<file path="config.mk">
export PLATFORM = sky130hd
export DESIGN_NAME = game_ctrl_fsm_flat
export DESIGN_NICKNAME = d
export VERILOG_FILES = /design/src/rtl/game_ctrl_if.sv /design/src/rtl/game_ctrl_fsm.sv /design/src/flat_wrapper.sv
export SDC_FILE = /design/constraint.sdc
export NUM_CORES = 1
export LEC_CHECK = 0
export BUFFER_PORTS_ARGS = -buffer_cell sky130_fd_sc_hd__clkbuf_2
export CORE_AREA = 2 2 112 82
export CTS_CLUSTER_DIAMETER = 100
export DETAILED_ROUTE_END_ITERATION = 8
export DIE_AREA = 0 0 114 84
export PLACE_DENSITY = 0.55
export SLEW_MARGIN = 20
export SYNTH_ARGS = -nofsm -noshare
export SYNTH_HDL_FRONTEND = slang
export SYNTH_SLANG_ARGS = --single-unit
</file>
<file path="constraint.sdc">
create_clock -name CLOCK -period 2.35 [get_ports CLOCK]
set_input_delay 0.235 -clock CLOCK [delete_from_list [all_inputs] [get_ports CLOCK]]
set_output_delay 0.235 -clock CLOCK [all_outputs]
set_load 0.02 [all_outputs]
</file>
<file path="src/rtl/game_ctrl_if.sv">
// Board/datapath bundle for the sequence-memory game controller.
//   enter, level          : board inputs (debounced key level, difficulty)
//   end_FPGA, end_User    : datapath phase-complete flags
//   match                 : datapath compare result
//   R1, R2, E1..E4, SEL   : datapath reset/enable strobes and display select
//   round, win, lose      : game status
//   state_dbg             : controller state encoding
// The controller connects through the slave modport; the board/datapath side uses master.
interface game_ctrl_if #(
  parameter int ROUND_W = 6
);
  logic               enter;
  logic [1:0]         level;
  logic               end_FPGA;
  logic               end_User;
  logic               match;
  logic               R1;
  logic               R2;
  logic               E1;
  logic               E2;
  logic               E3;
  logic               E4;
  logic               SEL;
  logic [ROUND_W-1:0] round;
  logic               win;
  logic               lose;
  logic [2:0]         state_dbg;

  modport master (
    output enter, level, end_FPGA, end_User, match,
    input  R1, R2, E1, E2, E3, E4, SEL, round, win, lose, state_dbg
  );

  modport slave (
    input  enter, level, end_FPGA, end_User, match,
    output R1, R2, E1, E2, E3, E4, SEL, round, win, lose, state_dbg
  );
endinterface

</file>
<file path="src/rtl/game_ctrl_fsm.sv">
// Game-flow controller for the sequence-memory game.
// Sequences setup, FPGA playback, user entry (with a level-dependent timeout),
// compare and round advance, and holds the win/lose result until the next
// enter press. Outputs are Moore-decoded from the state register.
// Ports:
//   CLOCK : system clock, rising edge
//   reset : asynchronous, active-high
//   bus   : game_ctrl_if slave (board inputs, datapath strobes, status)
module game_ctrl_fsm #(
  parameter int MAX_ROUNDS   = 32,
  parameter int ROUND_W      = 6,
  parameter int TIMEOUT_BASE = 500_000_000,
  parameter int TIMER_W      = 29
) (
  input  logic        CLOCK,
  input  logic        reset,
  game_ctrl_if.slave  bus
);

  typedef enum logic [2:0] {
    INIT       = 3'd0,
    SETUP      = 3'd1,
    PLAY_FPGA  = 3'd2,
    PLAY_USER  = 3'd3,
    CHECK      = 3'd4,
    NEXT_ROUND = 3'd5,
    RESULT     = 3'd6
  } state_t;

  localparam logic [TIMER_W-1:0] BASE = TIMER_W'(TIMEOUT_BASE);

  state_t               state;
  state_t               state_next;
  logic                 enter_q;
  logic                 enter_edge;
  logic [1:0]           level_q;
  logic [TIMER_W-1:0]   timer;
  logic [TIMER_W-1:0]   limit_m1;
  logic                 timeout;
  logic [ROUND_W-1:0]   round_q;
  logic                 last_round;
  logic                 win_q;
  logic                 lose_q;

  logic r1, r2, e1, e2, e3, e4, sel;

  // enter_q resets to 1 so a key held through reset gives no edge.
  assign enter_edge = bus.enter & ~enter_q;
  assign limit_m1   = (BASE >> level_q) - TIMER_W'(1);
  assign timeout    = (timer == limit_m1);
  assign last_round = (round_q == ROUND_W'(MAX_ROUNDS));

  // State register
  always_ff @(posedge CLOCK or posedge reset) begin
    if (reset) state <= INIT;
    else       state <= state_next;
  end

  // Next-state logic; the illegal code falls to INIT through default
  always_comb begin
    state_next = state;
    case (state)
      INIT:       state_next = SETUP;
      SETUP:      if (enter_edge) state_next = PLAY_FPGA;
      PLAY_FPGA:  if (bus.end_FPGA) state_next = PLAY_USER;
      PLAY_USER: begin
        // end_User wins a tie with the timeout
        if (bus.end_User)  state_next = CHECK;
        else if (timeout)  state_next = RESULT;
      end
      CHECK:      state_next = bus.match ? NEXT_ROUND : RESULT;
      NEXT_ROUND: state_next = last_round ? RESULT : PLAY_FPGA;
      RESULT:     if (enter_edge) state_next = INIT;
      default:    state_next = INIT;
    endcase
  end

  // Datapath registers: enter history, latched level, timer, round, result
  always_ff @(posedge CLOCK or posedge reset) begin
    if (reset) begin
      enter_q <= 1'b1;
      level_q <= '0;
      timer   <= '0;
      round_q <= '0;
      win_q   <= 1'b0;
      lose_q  <= 1'b0;
    end else begin
      enter_q <= bus.enter;
      // Timer is zero outside PLAY_USER, so every entry starts from 0
      timer   <= '0;
      case (state)
        INIT: begin
          round_q <= '0;
          win_q   <= 1'b0;
          lose_q  <= 1'b0;
        end
        SETUP: begin
          if (enter_edge) begin
            level_q <= bus.level;
            round_q <= ROUND_W'(1);
          end
        end
        PLAY_USER: begin
          if (!bus.end_User) begin
            if (timeout) lose_q <= 1'b1;
            else         timer  <= timer + TIMER_W'(1);
          end
        end
        CHECK: begin
          if (!bus.match) lose_q <= 1'b1;
        end
        NEXT_ROUND: begin
          if (last_round) win_q   <= 1'b1;
          else            round_q <= round_q + ROUND_W'(1);
        end
        RESULT: begin
          if (enter_edge) begin
            round_q <= '0;
            win_q   <= 1'b0;
            lose_q  <= 1'b0;
          end
        end
        default: ;
      endcase
    end
  end

  // Moore output decode
  always_comb begin
    r1  = 1'b0;
    r2  = 1'b0;
    e1  = 1'b0;
    e2  = 1'b0;
    e3  = 1'b0;
    e4  = 1'b0;
    sel = 1'b0;
    case (state)
      INIT: begin
        r1 = 1'b1;
        r2 = 1'b1;
      end
      SETUP:      e1  = 1'b1;
      PLAY_FPGA:  e3  = 1'b1;
      PLAY_USER:  e2  = 1'b1;
      CHECK:      e4  = 1'b1;
      NEXT_ROUND: r2  = 1'b1;
      RESULT:     sel = 1'b1;
      default: ;
    endcase
  end

  assign bus.R1        = r1;
  assign bus.R2        = r2;
  assign bus.E1        = e1;
  assign bus.E2        = e2;
  assign bus.E3        = e3;
  assign bus.E4        = e4;
  assign bus.SEL       = sel;
  assign bus.round     = round_q;
  assign bus.win       = win_q;
  assign bus.lose      = lose_q;
  assign bus.state_dbg = state;

endmodule

</file>
<file path="src/flat_wrapper.sv">
// flat-port wrapper written by rule: the top's interface ports become plain ports
module game_ctrl_fsm_flat 
#(
  parameter int MAX_ROUNDS   = 32,
  parameter int ROUND_W      = 6,
  parameter int TIMEOUT_BASE = 500_000_000,
  parameter int TIMER_W      = 29
)
  (CLOCK, reset, bus_enter, bus_level, bus_end_FPGA, bus_end_User, bus_match, bus_R1, bus_R2, bus_E1, bus_E2, bus_E3, bus_E4, bus_SEL, bus_round, bus_win, bus_lose, bus_state_dbg);
  game_ctrl_if #(.ROUND_W(ROUND_W)) bus_i ();
  input  logic CLOCK;
  input  logic reset;
  input wire logic [$bits(bus_i.enter)-1:0] bus_enter;
  input wire logic [$bits(bus_i.level)-1:0] bus_level;
  input wire logic [$bits(bus_i.end_FPGA)-1:0] bus_end_FPGA;
  input wire logic [$bits(bus_i.end_User)-1:0] bus_end_User;
  input wire logic [$bits(bus_i.match)-1:0] bus_match;
  output wire logic [$bits(bus_i.R1)-1:0] bus_R1;
  output wire logic [$bits(bus_i.R2)-1:0] bus_R2;
  output wire logic [$bits(bus_i.E1)-1:0] bus_E1;
  output wire logic [$bits(bus_i.E2)-1:0] bus_E2;
  output wire logic [$bits(bus_i.E3)-1:0] bus_E3;
  output wire logic [$bits(bus_i.E4)-1:0] bus_E4;
  output wire logic [$bits(bus_i.SEL)-1:0] bus_SEL;
  output wire logic [$bits(bus_i.round)-1:0] bus_round;
  output wire logic [$bits(bus_i.win)-1:0] bus_win;
  output wire logic [$bits(bus_i.lose)-1:0] bus_lose;
  output wire logic [$bits(bus_i.state_dbg)-1:0] bus_state_dbg;
  assign bus_i.enter = bus_enter;
  assign bus_i.level = bus_level;
  assign bus_i.end_FPGA = bus_end_FPGA;
  assign bus_i.end_User = bus_end_User;
  assign bus_i.match = bus_match;
  assign bus_R1 = bus_i.R1;
  assign bus_R2 = bus_i.R2;
  assign bus_E1 = bus_i.E1;
  assign bus_E2 = bus_i.E2;
  assign bus_E3 = bus_i.E3;
  assign bus_E4 = bus_i.E4;
  assign bus_SEL = bus_i.SEL;
  assign bus_round = bus_i.round;
  assign bus_win = bus_i.win;
  assign bus_lose = bus_i.lose;
  assign bus_state_dbg = bus_i.state_dbg;
  game_ctrl_fsm #(.MAX_ROUNDS(MAX_ROUNDS), .ROUND_W(ROUND_W), .TIMEOUT_BASE(TIMEOUT_BASE), .TIMER_W(TIMER_W)) u_core (.CLOCK(CLOCK), .reset(reset), .bus(bus_i));
endmodule
</file>
==> impl_results.md <==
- Reg clk slew, reported paths: 60 ps
- Syn Nets: 337
- Vias: 2505
- Clock tree root driver cell: clkbuf_16
- Gate Count Post-Synth: 317
- Status: finished with violations
- Setup crit end kind: flop
- Seq/Total Area, Yosys: 0.373
- CP startpoint kind: flop
- Routability congestion estimate: 0.816
- RSZ-0062 raised after global routing: yes
- # IOs: 26
- Failing checks: setup timing
- Number of buffers created by CTS: 5
- Clock buffer depth: 2
- Final Skew: 5.78 ps
- N_diodes: 0
- Commonest non-fill, non-tap cell in the layout: dfrtp_1
- Final Cycle Share: 1.03
- Placed Area: 3270 um2
- Final Critical Period: 2430 ps
- Final count of pins violating max slew: 0
- FF+latch count, synth: 43
- DIE AREA: 9580 um2
- Largest net degree at the start of global routing: 30
- Final Worst Setup Slack: -76.2 ps
- Vias in the first global route: 2464
- Total congestion overflow: 0
- Final ANT Viol Nets: 0
- Critical Path RT: 2530 ps
- Post-DR wirelength/cell: 16.0 um
- Worst-Skew Late Latency: 300 ps
- Detail Placement HPWL: 5150 um
- Fraction of layout cells with a size suffix above 1: 0.301
- CTS H-Tree Depth: 2
- Slew @ Worst Pin: 501 ps
- # nets final: 388
- Leak: 1.47 nW
- Final Cell Area: 3690 um2
- First-pass GRT wire length: 12700 um
- Worst Path Arrival: 2610 ps
- Distinct cells, synth: 52
- Via density: 5.25
- CP startpoint: u_core.level_q[1]$_DFFE_PP0P_
- Synth Cell Area: 2890 um2
- Reg-to-reg startpoint: u_core.level_q[1]$_DFFE_PP0P_
- Yosys warns: 0
- Hold Fails Final Rpt: 0
- Clock Sinks: 43
- Hold WC Path Type: in -> reg
- CP max FO: 16
- Pwr Density: 945 nW/um2
- Starting density of the core: 0.335
- Port Buffers: 25
- Most frequent cells in the layout: dfrtp_1, nor3_1, xnor2_1
- Final wirelength: 7630 um
- All-Layer GR Usage: 0.171
- Die X: 114 um
- Avg Cell Area, Syn: 9.11 um2
- MaxCap Viol Count: 0
- Post-layout util: 0.427
- CTS tree: built
- Core area: 8640 um2
- Rel. slew slack: 0.665
- Peak supply drop: 0.000586 V
- Drt first pass iters: 4
- CP Class: reg -> reg
- Initial DRC Count: 193
- Max Freq: 412 MHz
- Worst hold start: bus_enter
- Initial antenna violation count: 0
- Setup violators final: 9
- FP Rows: 29
- Chip Height: 84 um
- Area Overhead vs Synth: 27.6%
- DRC: 0
## synth_stat cells, drive strengths merged
| cell type | count | area (um2) |
|---|---|---|
| a211o | 4 | 36.3 |
| a21o | 1 | 8.76 |
| a21oi | 9 | 48.8 |
| a22o | 2 | 17.5 |
| a31oi | 2 | 12.5 |
| and2 | 3 | 18.8 |
| and3 | 5 | 32.5 |
| and3b | 2 | 17.5 |
| and4 | 3 | 26.3 |
| and4b | 2 | 20.0 |
| and4bb | 1 | 12.5 |
| buf | 6 | 52.5 |
| clkbuf | 11 | 41.3 |
| dfrtp | 42 | 1050 |
| dfstp | 1 | 26.3 |
| ha | 12 | 150 |
| inv | 15 | 56.3 |
| mux2 | 3 | 33.8 |
| mux2i | 1 | 10.0 |
| nand2 | 18 | 67.6 |
| nand2b | 2 | 12.5 |
| nand3 | 15 | 75.1 |
| nand3b | 1 | 7.51 |
| nand4 | 6 | 37.5 |
| nand4b | 4 | 35.0 |
| nor2 | 21 | 78.8 |
| nor2b | 3 | 18.8 |
| nor3 | 42 | 245 |
| nor3b | 7 | 52.6 |
| nor4 | 5 | 46.3 |
| nor4b | 2 | 17.5 |
| nor4bb | 1 | 10.0 |
| o2111ai | 1 | 8.76 |
| o211ai | 1 | 7.51 |
| o21a | 2 | 15.0 |
| o21ai | 10 | 53.8 |
| o22ai | 2 | 12.5 |
| o31ai | 2 | 15.0 |
| o32ai | 1 | 8.76 |
| or2 | 1 | 6.26 |
| or3 | 5 | 31.3 |
| or4 | 1 | 11.3 |
| xnor2 | 29 | 254 |
| xor2 | 10 | 87.6 |
## area by class of cell
cell class	count	area, um2
fill	866	4950
multi-input combinational	242	1790
sequential	43	1080
timing repair buffer	61	473
tap	108	135
clock buffer	5	125
inverter	15	58.8
clock inverter	3	20.0
## cell families (layout without fill, tap and decap cells)
logic type,after synthesis,count (layout),share of synthesized area
xor gates and xnor gates,39,39,0.118
adders and majority gates,12,12,0.0520
muxes,4,4,0.0152
buffers and inverters,32,84,0.0520
and+or+nand+nor,150,150,0.305
AOI/OAI and AO/OA,37,37,0.0849
DFF,43,43,0.373
## registers in the layout, summed over array words and instances (netlist names)
name,cells
u_core.bus.lose,1
u_core.bus.round,6
u_core.bus.state_dbg,3
u_core.bus.win,1
u_core.enter_q,1
u_core.level_q,2
u_core.timer,29
## critical path, cell delays in order (launching register included)
cell and delay (ps):
dfrtp_2 450, buf_6 140, ha_4 170, buf_6 130, or3_4 380, a211o_1 260, nand4b_1 150, nor4_4 70
buf_6 140, buf_12 150, a211o_2 280
## through the flow
stage / setup TNS, ps / instances / power, W / setup WS [ps] / hold WS, ps
floorplan: -4040 / 317 / 0.00194 / -164 / 239
global placement: -4000 / 459 / 0.00246 / -131 / 281
detailed placement: -4760 / 459 / 0.00246 / -165 / 290
CTS: -351 / 475 / 0.00332 / -77.2 / 35.1
global route: -2950 / 477 / 0.00373 / -140 / 42.2
finish: -498 / 477 / 0.00348 / -76.2 / 41.9
## power by group
part	switching, W	internal [W]
logic	0.000976	0.000858
clock network	0.000319	0.000392
registers	0.000123	0.000816
## path summary, 6_finish.rpt
path	to	slack [ps]	depth (start not counted)
min	u_core.enter_q$_DFF_PP1_	40	1
max in group asynchronous	u_core.enter_q$_DFF_PP1_	1240	4
max reg2reg	u_core.bus.state_dbg[2]$_DFFE_PP0P_	-80	10
min in group asynchronous	u_core.timer[0]$_DFF_PP0_	500	3
max	u_core.bus.state_dbg[2]$_DFFE_PP0P_	-80	10
min reg2reg	u_core.bus.win$_DFFE_PP0P_	490	2
## routing by layer
metal / up-vias / share of wire / track usage
met4: 0 / 0.013 / 0.0543
met2: 50 / 0.39 / 0.216
met1: 1220 / 0.55 / 0.277
met3: 9 / 0.050 / 0.0378
met5: - / 0 / 0
li1: 1226 / - / -
## what timing repair did
action,in CTS,in global routing
endpoints found under the setup margin,32,32
hold buffers,1,0
setup buffers,5,2
endpoints found under the hold margin,19,0
pin swaps,6,6
gates resized for setup,19,15
cloned,2,0
(Power assumes the default switching activity.)
